<file path="src/rtl/arm_pkg.sv">
// -----------------------------------------------------------------------------
// arm_pkg
// Shared definitions for the five-stage ARM core front end:
//   - ADDR_W / INSTR_W : PC and instruction widths
//   - RESET_PC         : PC value after reset
//   - fetch_state_e    : instruction-fetch FSM states
//   - pc_inc()         : sequential PC increment (+4, wraps modulo 2^ADDR_W)
// -----------------------------------------------------------------------------
package arm_pkg;

    localparam int ADDR_W  = 32;
    localparam int INSTR_W = 32;

    localparam logic [ADDR_W-1:0] RESET_PC = 32'h0000_0000;

    typedef enum logic [1:0] {
        ST_REQ  = 2'd0,   // request presented to instruction memory
        ST_WAIT = 2'd1,   // request accepted, waiting for the response
        ST_HOLD = 2'd2,   // response captured during freeze, waiting to load IF/ID
        ST_DROP = 2'd3    // redirected; waiting to discard a stale response
    } fetch_state_e;

    // Next sequential fetch address; the adder wraps naturally at ADDR_W bits.
    function automatic logic [ADDR_W-1:0] pc_inc(input logic [ADDR_W-1:0] pc);
        return pc + 32'd4;
    endfunction

endpackage

</file>
<file path="src/rtl/if_id_reg.sv">
// -----------------------------------------------------------------------------
// if_id_reg
// IF/ID pipeline register.
// Priority (highest first): rst, flush, freeze, load, bubble.
//   clk        in   clock
//   rst        in   synchronous active-high reset (clears all fields)
//   i_flush    in   branch redirect: insert bubble (valid <= 0)
//   i_freeze   in   hold all fields
//   i_load     in   capture i_pc / i_instr and mark valid
//   i_pc       in   address of instruction + 4
//   i_instr    in   instruction
//   o_pc       out  registered pc
//   o_instr    out  registered instruction
//   o_valid    out  entry holds a real instruction
// -----------------------------------------------------------------------------
module if_id_reg #(
    parameter int ADDR_W  = 32,
    parameter int INSTR_W = 32
) (
    input  logic               clk,
    input  logic               rst,
    input  logic               i_flush,
    input  logic               i_freeze,
    input  logic               i_load,
    input  logic [ADDR_W-1:0]  i_pc,
    input  logic [INSTR_W-1:0] i_instr,
    output logic [ADDR_W-1:0]  o_pc,
    output logic [INSTR_W-1:0] o_instr,
    output logic               o_valid
);

    logic [ADDR_W-1:0]  r_pc;
    logic [INSTR_W-1:0] r_instr;
    logic               r_valid;

    // IF/ID register update; pc/instr keep their last value when a bubble is
    // written so only valid changes.
    always_ff @(posedge clk) begin
        if (rst) begin
            r_pc    <= '0;
            r_instr <= '0;
            r_valid <= 1'b0;
        end else if (i_flush) begin
            r_valid <= 1'b0;
        end else if (i_freeze) begin
            r_valid <= r_valid;
        end else if (i_load) begin
            r_pc    <= i_pc;
            r_instr <= i_instr;
            r_valid <= 1'b1;
        end else begin
            r_valid <= 1'b0;
        end
    end

    assign o_pc    = r_pc;
    assign o_instr = r_instr;
    assign o_valid = r_valid;

endmodule

</file>
<file path="src/rtl/if_stage.sv">
// -----------------------------------------------------------------------------
// if_stage
// Instruction-fetch stage: owns the PC, keeps at most one instruction-memory
// request outstanding and feeds the IF/ID register.
//   clk             in   clock
//   rst             in   synchronous active-high reset
//   freeze          in   hazard stall: hold PC and IF/ID
//   branch_taken    in   redirect from EXE (priority over freeze and loads)
//   branch_addr     in   redirect target (used unaligned as given)
//   imem_req_valid  out  fetch request valid (combinational from state)
//   imem_req_ready  in   memory accepts request
//   imem_req_addr   out  fetch address (= pc)
//   imem_rsp_valid  in   instruction returned (one-cycle pulse)
//   imem_rsp_data   in   returned instruction
//   pc_out          out  IF/ID: address of instruction + 4
//   instr_out       out  IF/ID: instruction
//   valid_out       out  IF/ID: real instruction (0 = bubble)
// Optional feature macro IF_PERF_CNT_EN adds:
//   fetch_count     out  number of IF/ID loads with valid
//   stall_count     out  number of cycles with freeze=1
// -----------------------------------------------------------------------------
module if_stage
    import arm_pkg::*;
#(
    parameter int                ADDR_W   = arm_pkg::ADDR_W,
    parameter int                INSTR_W  = arm_pkg::INSTR_W,
    parameter logic [ADDR_W-1:0] RESET_PC = arm_pkg::RESET_PC
) (
    input  logic               clk,
    input  logic               rst,
    input  logic               freeze,
    input  logic               branch_taken,
    input  logic [ADDR_W-1:0]  branch_addr,
    output logic               imem_req_valid,
    input  logic               imem_req_ready,
    output logic [ADDR_W-1:0]  imem_req_addr,
    input  logic               imem_rsp_valid,
    input  logic [INSTR_W-1:0] imem_rsp_data,
`ifdef IF_PERF_CNT_EN
    output logic [31:0]        fetch_count,
    output logic [31:0]        stall_count,
`endif
    output logic [ADDR_W-1:0]  pc_out,
    output logic [INSTR_W-1:0] instr_out,
    output logic               valid_out
);

    fetch_state_e       r_state;
    logic [ADDR_W-1:0]  r_pc;
    logic [INSTR_W-1:0] r_hold_data;

    fetch_state_e       w_next_state;
    logic [ADDR_W-1:0]  w_next_pc;
    logic [ADDR_W-1:0]  w_pc_inc;
    logic               w_load;
    logic [INSTR_W-1:0] w_load_instr;
    logic               w_buf_we;
    logic               w_handshake;

    assign w_pc_inc    = pc_inc(r_pc);
    assign w_handshake = imem_req_valid & imem_req_ready;

    // Request side depends only on state, pc and rst; rst masks the request
    // during the reset cycle itself.
    assign imem_req_valid = (r_state == ST_REQ) && !rst;
    assign imem_req_addr  = r_pc;

    // Next-state, next-PC and IF/ID load decisions.
    always_comb begin
        w_next_state = r_state;
        w_next_pc    = r_pc;
        w_load       = 1'b0;
        w_load_instr = imem_rsp_data;
        w_buf_we     = 1'b0;
        case (r_state)
            ST_REQ: begin
                if (branch_taken) begin
                    // An accepted request this cycle leaves a stale response behind.
                    w_next_pc    = branch_addr;
                    w_next_state = w_handshake ? ST_DROP : ST_REQ;
                end else if (w_handshake) begin
                    w_next_state = ST_WAIT;
                end else begin
                    w_next_state = ST_REQ;
                end
            end
            ST_WAIT: begin
                if (branch_taken) begin
                    w_next_pc    = branch_addr;
                    w_next_state = imem_rsp_valid ? ST_REQ : ST_DROP;
                end else if (imem_rsp_valid && !freeze) begin
                    w_load       = 1'b1;
                    w_next_pc    = w_pc_inc;
                    w_next_state = ST_REQ;
                end else if (imem_rsp_valid) begin
                    w_buf_we     = 1'b1;
                    w_next_state = ST_HOLD;
                end else begin
                    w_next_state = ST_WAIT;
                end
            end
            ST_HOLD: begin
                if (branch_taken) begin
                    w_next_pc    = branch_addr;
                    w_next_state = ST_REQ;
                end else if (!freeze) begin
                    w_load       = 1'b1;
                    w_load_instr = r_hold_data;
                    w_next_pc    = w_pc_inc;
                    w_next_state = ST_REQ;
                end else begin
                    w_next_state = ST_HOLD;
                end
            end
            ST_DROP: begin
                // The stale response ends the drop even if a new redirect
                // arrives with it; nothing else is outstanding afterwards.
                if (branch_taken) begin
                    w_next_pc = branch_addr;
                end else begin
                    w_next_pc = r_pc;
                end
                w_next_state = imem_rsp_valid ? ST_REQ : ST_DROP;
            end
            default: begin
                w_next_state = ST_REQ;
            end
        endcase
    end

    // FSM, PC and hold-buffer registers.
    always_ff @(posedge clk) begin
        if (rst) begin
            r_state     <= ST_REQ;
            r_pc        <= RESET_PC;
            r_hold_data <= '0;
        end else begin
            r_state <= w_next_state;
            r_pc    <= w_next_pc;
            if (w_buf_we) begin
                r_hold_data <= imem_rsp_data;
            end else begin
                r_hold_data <= r_hold_data;
            end
        end
    end

    if_id_reg #(
        .ADDR_W  (ADDR_W),
        .INSTR_W (INSTR_W)
    ) u_if_id_reg (
        .clk      (clk),
        .rst      (rst),
        .i_flush  (branch_taken),
        .i_freeze (freeze),
        .i_load   (w_load),
        .i_pc     (w_pc_inc),
        .i_instr  (w_load_instr),
        .o_pc     (pc_out),
        .o_instr  (instr_out),
        .o_valid  (valid_out)
    );

`ifdef IF_PERF_CNT_EN
    logic [31:0] r_fetch_count;
    logic [31:0] r_stall_count;

    // Performance counters; w_load is only raised for loads that really
    // reach IF/ID (no redirect, no freeze).
    always_ff @(posedge clk) begin
        if (rst) begin
            r_fetch_count <= 32'd0;
            r_stall_count <= 32'd0;
        end else begin
            r_fetch_count <= w_load ? (r_fetch_count + 32'd1) : r_fetch_count;
            r_stall_count <= freeze ? (r_stall_count + 32'd1) : r_stall_count;
        end
    end

    assign fetch_count = r_fetch_count;
    assign stall_count = r_stall_count;
`endif

endmodule

</file>
<file path="config.mk">
export PLATFORM = sky130hd
export DESIGN_NAME = if_stage
export DESIGN_NICKNAME = d
export VERILOG_FILES = /design/src/rtl/arm_pkg.sv /design/src/rtl/if_id_reg.sv /design/src/rtl/if_stage.sv
export SDC_FILE = /design/constraint.sdc
export NUM_CORES = 1
export LEC_CHECK = 0
export CAP_MARGIN = 5
export CORE_MARGIN = 8
export CORE_UTILIZATION = 45
export CTS_BUF_LIST = sky130_fd_sc_hd__clkbuf_4 sky130_fd_sc_hd__clkbuf_8
export DETAILED_ROUTE_END_ITERATION = 8
export PLACE_DENSITY = 0.88
export SYNTH_ARGS = -nofsm -noshare
export SYNTH_HDL_FRONTEND = slang
export SYNTH_SLANG_ARGS = --single-unit
</file>
<file path="constraint.sdc">
create_clock -name clk -period 2.1 [get_ports clk]
set_input_delay 0.21 -clock clk [delete_from_list [all_inputs] [get_ports clk]]
set_output_delay 0.21 -clock clk [all_outputs]
set_load 0.03 [all_outputs]
</file>
Word-level counts from Yosys, hierarchy flattened --
Cells that the tools add are included.
Storage, ports and cells: register bits 131, input bits 70, logic and storage cells 52
Operators by class: add/subtract/negate cells 1, eq/ne operators 6, multiplexer cells 27, bitwise logic cells 3, reduce and logical (&&, ||, !) cells 9
Operators with widths (number):
- 32-bit 2-to-1 mux | 6
- 32-bit one-hot mux with 3 select lines | 1
- 32-bit by 3-bit adder with 32-bit output (second input constant) | 1
- 2-bit 2-to-1 mux | 8
- 1-bit 2-to-1 mux | 10
- 2-bit one-hot mux with 4 select lines | 1
- 3-bit inequality test (second input constant) | 2
- 3-bit AND reduction | 2
- 2-bit equality test (second input constant) | 2
- 2-bit OR reduction | 2
- 2-bit by 1-bit equality test with 1-bit output (second input constant) | 1
- 1-bit logical AND | 2
- 1-bit logical NOT | 2
- 2-bit logical NOT | 1
- 2-bit by 1-bit inequality test with 1-bit output (second input constant) | 1
- 1-bit NOT | 2
- 1-bit one-hot mux with 2 select lines | 1
- 1-bit AND | 1

Longest topological paths before layout --
Gate-level depths: netlist of run 1.
word-level depth 6, depth in mapped cells 9, mapped depth without buffers 7

Cells and area by module --
A second synthesis of run 1 with hierarchy kept.
Second synthesis, totals: cell total of the unflattened synthesis 813, area total of the unflattened synthesis 7275.7 sq um
By module, submodules not included:
- if_stage | instances 1, cells each 532, area an instance 4319.1 sq um
- if_id_reg | instances 1, cells each 281, area an instance 2956.6 sq um

Least setup slack after synthesis of run 1 --
OpenSTA, ideal clock, no wires.
path kind reg2reg, from register r_pc[2], in the netlist imem_req_addr[2], to register r_pc[26], in the netlist imem_req_addr[26], library setup time 0.086 ns, arrival time 2.029 ns, data required time 2.014 ns, setup slack -0.015 ns, stages on the path, launching flop included 9, buffers on the path 2, period minus slack after synthesis 2.115 ns, cells stage by stage dfxtp_1 -> ha_1 -> clkbuf_1 -> nand4_1 -> nor4_2 -> buf_4 -> nand3_1 -> xor2_1 -> a211oi_1
On the way: cells in the longest elaborated chain, start to end 4, elaborated cells on any way between the ends 6, those cells by class add/sub: 1; mux: 5
Ends and longest elaborated chain:
- start, declared | line if_stage.sv:49 | logic [ADDR_W-1:0] r_pc;
- start signal, assigned | line if_stage.sv:139 | r_pc <= w_next_pc;
- 32-bit by 3-bit adder with 32-bit output * | line arm_pkg.sv:25 | return pc + 32'd4;
- 32-bit 2-to-1 mux, on equally long branches | line if_stage.sv:106, if_stage.sv:91
- 32-bit 2-to-1 mux, on equally long branches | line if_stage.sv:103, if_stage.sv:88
- 32-bit one-hot mux with 3 select lines * | line if_stage.sv:75 | case (r_state)
Mark *: on every way between the ends. The rest lies on a longest branch, timed or not. The select of a mux whose other input is x is not followed. A chain may end at the register's enable or synchronous reset.

Worst setup path after layout of run 1 --
from register r_state[0], to register r_pc[20], in the netlist imem_req_addr[20]
On the way: cells in the longest elaborated chain, start to end 4, elaborated cells on any way between the ends 10, those cells by class eq/ne: 6; mux: 1; reduce/logical: 3
Ends and longest elaborated chain:
- start, declared | line if_stage.sv:48 | fetch_state_e r_state;
- start signal, assigned | line if_stage.sv:138 | r_state <= w_next_state;
- 2-bit equality test / 2-bit logical NOT (equally long branches) | line if_stage.sv:75
- 2-bit OR reduction (no source line)
- 2-bit by 1-bit inequality test with 1-bit output (no source line)
- 3-bit AND reduction (no source line)
Parallel ways exist; a longest one is shown, timed or not.

==> reports/metrics.cfg, run 1 <==
[clocking]
cts.htree.levels = 4
clockBufferDepth = 2
holdBufCountCts = 0
cts_inserted_buffers = 17
cts_tree = done
path_clk_slew_ps = 70
cts.sink_count = 131
clk_latency_ps = 450
cts-root-buf = clkbuf_8

[pwr]
ir_drop_v = 0.0003040
switchingPower_w = 0.001386
p_leak_nw = 2.773
total_power_w = 0.005416
sequentialPowerShare = 0.481
combPwrFrac = 0.144
switching_share = 0.2559
internal-power_w = 0.004030
p_per_area_nw_per_um2 = 646.6
power.clock.fraction = 0.375

[placed_design]
dp_hpwl_um = 12520
portBuffers = 167
dp_cells = 1032
place_congestion = 0.9197

[global_route]
grt_overflow_total = 0
grt_pass1_wl_um = 28480
grt_max_degree = 132
grt_pass1_vias = 5553
antenna_found_initial = 1
grt.total_usage = 0.2009

[synthesis]
synth_seq_cells = 131
synth-edff-count = 0
synth_nets = 785
syn_inst = 709
ys_types = 47
ys.flop_type = dfxtp_1
syn_area_per_cell_um2 = 8.416
seq_area_frac_synth = 0.4395
yosysWarnings = 0
async_flop_share = 0
syn_area_um2 = 5967

[cells_and_area]
n_antenna_cell = 0
nets = 952
multiInputGateArea_um2 = 3107
layout_commonest_cell = clkdlybuf4s50_1
fillers = 1063
layout_common_cells = 165 x clkdlybuf4s50_1, 130 x dfxtp_1, 100 x nor2_1, 90 x nand2_1, 75 x a211oi_1
regArea_um2 = 2624
final-instance-count-excl-fill = 1061
utilization = 0.6402
syn_to_final_growth_pct = 40.39
drive_above_1_share = 0.1028

[critical_path]
setup.worst_path.start_class = flip-flop
worstPathCellList = inv_1 > ha_4 > nor3b_2 > a21o_1 > buf_4 > nand3_1 > xor2_1 > a211oi_2
worstSetupPathType = reg2reg
cp.required_ps = 2460
crit_arrival_ps = 2390
worstPathMaxFanout = 7
cpPeakStageDelay_ps = 370
reg2reg_slack_ps = 70
endpoint_kind = flip-flop
worst_path_max_delay_cell = dfxtp_1

[outcome]
status = finished clean

[timing]
fmax_mhz = 492.3
fin_skew_ps = 10.75
period_needed_ps = 2031
rsz0062_at_grt = yes
setup_viol = 0
slew-limit-headroom = 0.6060
period_share = 0.9673
finalHoldViolCount = 0
worstMarginPinSlew_ps = 586.4
drv_slew = 0

[drt]
routedWlPerCell_um = 16.64
drc = 0
dr.pass1.iters = 5
totalWireLength_um = 17660
vias = 5736
drt_iter0_drc = 401
vias_per_cell = 5.406
ant_nets = 0

[floorplanning]
io_pins = 168
fp.dieW_um = 131.2
initial_utilization = 0.4560
rows = 42
core_area_um2 = 13090
die_area_um2 = 17200
die_h_um = 131.2

[min_path]
hold_path.class = in2reg

[flow_run]
drv_cap = 0

[through the flow]
stage	hold WS, ps	area (µm²)	setup TNS (ps)	worst slack [ps]
after floorplan	346.0	5968	0	15.51
after global placement	440.7	7963	0	139.5
after detailed placement	446.7	7963	-133.9	-49.05
after CTS	266.0	8341	0	23.00
after global routing	330.0	8377	-102.4	-47.28
final	295.5	8377	0	68.63
[path summary, 6_finish.rpt]
kind | endpoint | start | cells past startpoint
setup reg to reg | imem_req_addr[20]$_SDFFE_PP0P_ | r_state[0]$_SDFF_PP0_ | 8
hold / removal | r_state[0]$_SDFF_PP0_ | rst | 4
hold reg to reg | u_if_id_reg.o_valid$_SDFFE_PP0N_ | u_if_id_reg.o_valid$_SDFFE_PP0N_ | 2
setup / recovery | imem_req_addr[20]$_SDFFE_PP0P_ | r_state[0]$_SDFF_PP0_ | 8
[final cells by class]
class | instances | area share
clock buffer | 22 | 0.03391
clock inverter | 6 | 0.009858
inverter | 10 | 0.004481
multi-input combinational | 509 | 0.3709
sequential | 131 | 0.3132
tap | 176 | 0.02629
timing repair buffer | 207 | 0.2414
[synth_stat cells (2+ instances only)]
library cell	count	area share
dfxtp_1	131	0.44
nor2_1	100	0.063
nand2_1	91	0.057
a211oi_1	76	0.096
a21oi_1	47	0.039
clkbuf_1	40	0.025
mux2i_1	34	0.057
xor2_1	27	0.040
nand3_1	24	0.020
xnor2_1	17	0.025
nand4_1	14	0.015
inv_1	9	0.0057
nor3_1	9	0.0075
o21ai_0	9	0.0075
and3_1	7	0.0073
buf_1	7	0.0044
buf_2	7	0.0059
a311oi_1	6	0.0088
ha_1	6	0.013
or3_1	6	0.0063
buf_4	4	0.0050
nand2b_1	4	0.0042
nor2b_1	4	0.0042
a221oi_1	3	0.0044
a31oi_1	2	0.0021
and2_1	2	0.0021
nor3_2	2	0.0034
o21a_1	2	0.0025
[what timing repair did]
| item | CTS | global route |
|---|---|---|
| cloned | 0 | 0 |
| resized for setup | 2 | 8 |
| setup endpoints to repair | 7 | 37 |
| setup buffers | 1 | 0 |
| pin swaps | 0 | 2 |
[critical path: cells and delay by family, from the launching register on]
family          cells  cell delay, ps
xor+xnor            1             180
simple gates        2             290
flops               1             370
buf+inv             2             320
compound gates      2             490
fa+ha+maj           1             300
[layer usage]
metal / vias up / wire [µm] / global-route usage
met5: - / 8 / 0
met3: 50 / 1291 / 0.05678
met1: 2619 / 7498 / 0.2413
li1: 2814 / - / -
met2: 251 / 8327 / 0.3235
met4: 2 / 533 / 0.09942
[logic make-up after synthesis]
kind of cell | Yosys count | share of synthesized area
simple gates | 272 | 0.2070
compound gates | 153 | 0.1717
flops | 131 | 0.4395
buf+inv | 69 | 0.04760
xor+xnor | 44 | 0.06458
mux | 34 | 0.05704
fa+ha+maj | 6 | 0.01258
[state kept, by name, indices dropped and copies added (netlist names)]
register             cells
imem_req_addr           32
u_if_id_reg.o_instr     32
r_state                  2
r_hold_data             32
u_if_id_reg.o_pc        32
u_if_id_reg.o_valid      1
[power by group through the flow]
stage	Clock (W)	Sequential (W)	Combinational, W
final	0.00203	0.00261	0.000778
after global routing	0.00219	0.00261	0.000828
after CTS	0.00208	0.00260	0.000766
after detailed placement	0	0.00266	0.000760
after global placement	0	0.00266	0.000746
after floorplan	0	0.00275	0.000288
Note: power is estimated with default switching activity, not from simulation.
==> run 2, diff against run 1 <==
--- a/config.mk
+++ b/config.mk
@@ -9,6 +9,7 @@
 export CORE_MARGIN = 8
 export CORE_UTILIZATION = 45
 export CTS_BUF_LIST = sky130_fd_sc_hd__clkbuf_4 sky130_fd_sc_hd__clkbuf_8
+export CTS_CLUSTER_DIAMETER = 40
 export DETAILED_ROUTE_END_ITERATION = 8
 export PLACE_DENSITY = 0.88
 export SYNTH_ARGS = -nofsm -noshare
==> results of run 2 <==
Same layout as run 1: the final DEF is identical, and so are final timing and power.
==> patch 1: new RTL, settings of run 1 <==
Build with the macro `IF_PERF_CNT_EN` defined.
--- a/src/rtl/if_stage.sv
+++ b/src/rtl/if_stage.sv
@@ -21,2 +21,4 @@
 // -----------------------------------------------------------------------------
+`define IF_PERF_CNT_EN
+
 module if_stage
Function (old outputs only; new: fetch_count and stall_count): kept (Yosys induction, for registers that start in step).
==> patch 1 against run 1 <==
Via count grew 54%. Hold slack lost 0.20 ns. Routed wire length grew 61%. Power grew 31%. Final area grew 50%. Area after synthesis grew 50%. Sequential cell count grew 64. Worst setup slack gained 0.030 ns. Highest routed layer is now met4.
==> patch 1: results (changes against run 1) <==
Pwr
  – Switching Fraction: 26.6% (+1.0 points)
  – P_leak: 4.17 nW (+50%)
  – P_sw: 1.89 mW (+36%)
  – Clock share of power: 33.4% (-4.1 points)
  – Combinational group share of total power: 12.8% (-1.6 points)
  – Worst vdd ir: 355 uV (+17%)

Finish
  – Clock buf/inv share: 3.00% (-1.4 points)
  – Area of the multi-input gates: 0.00479 sq mm (+54%)
  – Multi-input gates: 774 (+52%)
  – Nets: 1402 (+47%)
  – Fraction of cell area in non-clock buffers: 24.4% (+0.26 points)
  – Buffers outside the clock class: 315 (+52%)
  – Sequential share of cell area: 31.2% (-0.16 points)
  – Clock buffers: 20 (-9.1%)
  – Non-clk invs: 21 (+11)
  – Layout cells sized above 1: 11.8% (+1.5 points)

Detailed routing
  – Initial drt markers: 461 (+15%)
  – Pre-antenna DRT Iters: 4 (-1)
  – Vias per cell: 5.51 (+1.8%)
  – Vias: 8815 (+54%)
  – WL final: 28400 microns (+61%)

Worst setup path
  – Crit-path leading delay family: simple AND/OR/NAND/NOR gates
  – Internal reg-to-reg setup slack: 0.1 ns (+0.03 ns)
  – CP max FO: 5 (-2)
  – Slowest stage cell, crit path: a2111oi_0
  – Worst R2R Start: imem_req_addr[2]
  – Slowest Stage Delay on Critical Path: 0.44 ns (+0.07 ns)
  – Reg2reg path depth: 6 (-2)
  – Worst r2r dst: imem_req_addr[13]

Logic synthesis
  – Yosys reg bits: 195 (+49%)
  – Commonest cells post-synth: 195 x dfxtp_1, 147 x nor2_1, 120 x nand2_1, 69 x a211oi_1, 59 x a21oi_1
  – Sequential fraction of the synthesis area: 43.5% (-0.45 points)
  – Post-synth net total: 1147 (+46%)
  – Synth cell types: 52 (+11%)
  – Avg Synthesized Cell Area: 8.39 sq um (-0.26%)
  – Synth top area cells: dfxtp_1 44%, nor2_1 6.1%, a211oi_1 5.8%, xnor2_1 5.2%, nand2_1 5.0%

Global route
  – Met2 Resource Use GR: 36.7% (+4.3 points)
  – GR Util met3: 6.88% (+1.2 points)
  – Vias in the first global route: 8413 (+52%)
  – Global-route usage over all layers: 21.5% (+1.4 points)
  – Largest net degree at the start of global routing: 145 (+9.8%)
  – Met1 usage: 24.2% (+0.084 points)
  – Initial antenna violation count: 0 (-1)
  – First-pass GRT wire length: 42700 microns (+50%)

Min path
  – Worst Hold Path EP: r_hold_data[2]
  – Worst Hold Class: primary input to register

Outcome
  – Status: complete, no violations

Timing
  – Layout Skew: 0.0144 ns (+0.00367 ns)
  – Final hold slack: 0.0923 ns (-0.203 ns)

Placement
  – GP Congestion: 0.922 (+0.22%)
  – IO buf count: 231 (+38%)
  – # placed instances: 1563 (+51%)

Clock network
  – Setup Fix Bufs, Post-CTS: 0 (-1)
  – Cts repair resizes: 7 (+5)
## patch 1: changes by cell type in the layout (fill, tap and decap cells not counted), sizes merged, moves of 11 or more
cell,before,now
a21oi,47,59
and4,1,12
buf,41,83
clkdlybuf4s50,165,229
dfxtp,131,195
inv,10,24
nand2,92,120
nand3,25,47
nand4,16,35
nor2,100,147
nor4,1,20
xnor2,17,53
## patch 1: through the flow
step	setup TNS [ns]	setup slack, ns	instance area, sq um
floorplan	-0.0494	-0.0340	8990
global placement	-0.429	-0.130	12000
detailed placement	-1.60	-0.159	12000
CTS	-0.00415	-0.00415	12400
global route	-0.0902	-0.0515	12500
finish	0	0.0985	12500
## patch 1: cell families after synthesis
logic type / Yosys count / share of synthesized area, %
and+or+nand+nor: 459 / 24.9
DFF: 195 / 43.5
AOI/OAI and AO/OA: 180 / 13.2
buffers and inverters: 101 / 4.53
xor gates and xnor gates: 90 / 8.78
muxes: 36 / 4.02
adders and majority gates: 8 / 1.12
## patch 1: layer usage
layer | vias up | routed length, microns
met5 | - | 0
met4 | 0 | 923
met3 | 64 | 2500
met2 | 332 | 13700
met1 | 4156 | 11200
li1 | 4263 | -
## patch 1: worst max-delay path by stage
| stage | startpoint | end | slack (ns) | cells after the start |
|---|---|---|---|---|
| detailed placement | freeze | imem_req_addr[14] | -0.16 | 7 |
| CTS | r_state[0] | u_if_id_reg.o_instr[22] | -0.004 | 8 |
| global route | imem_req_addr[2] | imem_req_addr[13] | -0.05 | 6 |
| global placement | freeze | stall_count[30] | -0.13 | 8 |
| floorplan | imem_req_addr[10] | imem_req_addr[30] | -0.03 | 6 |
| finish | imem_req_addr[2] | imem_req_addr[13] | 0.1 | 6 |
==> patch 2: new RTL, config.mk and constraints of run 1 <==
Without the edit above. The 4 states of `fetch_state_e` get a one-hot encoding in 4 bits.
--- a/src/rtl/arm_pkg.sv
+++ b/src/rtl/arm_pkg.sv
@@ -15,7 +15,7 @@
 
-    typedef enum logic [1:0] {
-        ST_REQ  = 2'd0,   // request presented to instruction memory
-        ST_WAIT = 2'd1,   // request accepted, waiting for the response
-        ST_HOLD = 2'd2,   // response captured during freeze, waiting to load IF/ID
-        ST_DROP = 2'd3    // redirected; waiting to discard a stale response
+    typedef enum logic [3:0] {
+        ST_REQ  = 4'b0001,   // request presented to instruction memory
+        ST_WAIT = 4'b0010,   // request accepted, waiting for the response
+        ST_HOLD = 4'b0100,   // response captured during freeze, waiting to load IF/ID
+        ST_DROP = 4'b1000    // redirected; waiting to discard a stale response
     } fetch_state_e;
Check against the original RTL: no difference found for any inputs over 4 cycles, from zero or initial values and one cycle with rst high; so few cycles prove little.
==> patch 2 against run 1 <==
Sequential cell count rose by 2. Combinational power rose by 16%. Via count rose by 11%. Area after synthesis rose by 5.4%. Routed wire length rose by 11%. Power rose by 11%. Final cell count rose by 5.8%. Final area rose by 6.1%. Clock skew fell by 0.00078 ns. Worst setup slack improved by 0.025 ns. Highest routed layer is now met4.
==> patch 2: results (changes against run 1) <==
Pwr
  – Cell internal pwr: 4.46 mW (+11%)
  – Combinational group share of total power: 14.9% (+0.5 points)
  – Worst vdd ir: 381 uV (+25%)

Global route
  – Vias in the first global route: 6104 (+9.9%)
  – Global-route usage over all layers: 21.4% (+1.3 points)
  – Initial antenna violation count: 0 (-1)

Placement
  – Placed cell area: 0.00838 sq mm (+5.3%)
  – GP Congestion: 0.950 (+3.3%)
  – Pre-CTS WS: 0.0135 ns (+0.0625 ns)
  – # placed instances: 1090 (+5.6%)

Worst setup path
  – Slowest Stage Delay on Critical Path: 0.45 ns (+0.08 ns)

Logic synthesis
  – Post-synth net total: 825 (+5.1%)
  – Commonest cells post-synth: 133 x dfxtp_1, 109 x nand2_1, 84 x nor2_1, 66 x a21oi_1, 59 x a211oi_1
  – Synth cell types: 61 (+30%)
  – Mux share of post-synthesis cell area: 5.57% (-0.13 points)

Outcome
  – Status: complete, no violations

Finish
  – Buffers outside the clock class: 217 (+4.8%)
  – Multi-input gate share of the layout cell area: 37.6% (+0.53 points)
  – Non-clk invs: 17 (+7)
  – P&R area growth vs syn: 41.4%
  – Multi-input gates: 544 (+6.9%)

Detailed routing
  – Pre-antenna DRT Iters: 7 (+2)
  – Vias: 6383 (+11%)
  – Vias per cell: 5.68 (+5.1%)
  – Initial drt markers: 511 (+27%)
  – WL final: 19600 microns (+11%)

Clock network
  – Cts repair resizes: 0 (-2)

Timing
  – Slew @ Worst Pin: 0.571 ns (-0.0152 ns)
patch 2: cell types whose count changed in the layout (fill, tap and decap cells not counted), sizes merged, moves of 8 or more:
cell | run 1 | this run
a21oi | 47 | 66
buf | 41 | 52
o32ai | 0 | 11
inv | 10 | 18
nor4 | 1 | 11
nor2 | 100 | 84
xor2 | 27 | 5
a211oi | 76 | 61
nand2 | 92 | 109
patch 2: path summary, 6_finish.rpt:
| path | startpoint | end | slack, ns | cells after the start |
|---|---|---|---|---|
| worst max register to register | imem_req_addr[5] | u_if_id_reg.o_pc[29] | 0.09 | 5 |
| worst min-delay path | rst | imem_req_addr[0] | 0.20 | 2 |
| worst min register to register | r_hold_data[5] | r_hold_data[5] | 0.45 | 2 |
| worst max-delay path | imem_req_addr[5] | u_if_id_reg.o_pc[29] | 0.09 | 5 |
patch 2: metal layers:
layer	global-route usage, %	routed length (microns)
met5	0	0
met4	8.73	425
met3	6.73	1790
met2	33.9	9270
met1	26.4	8140
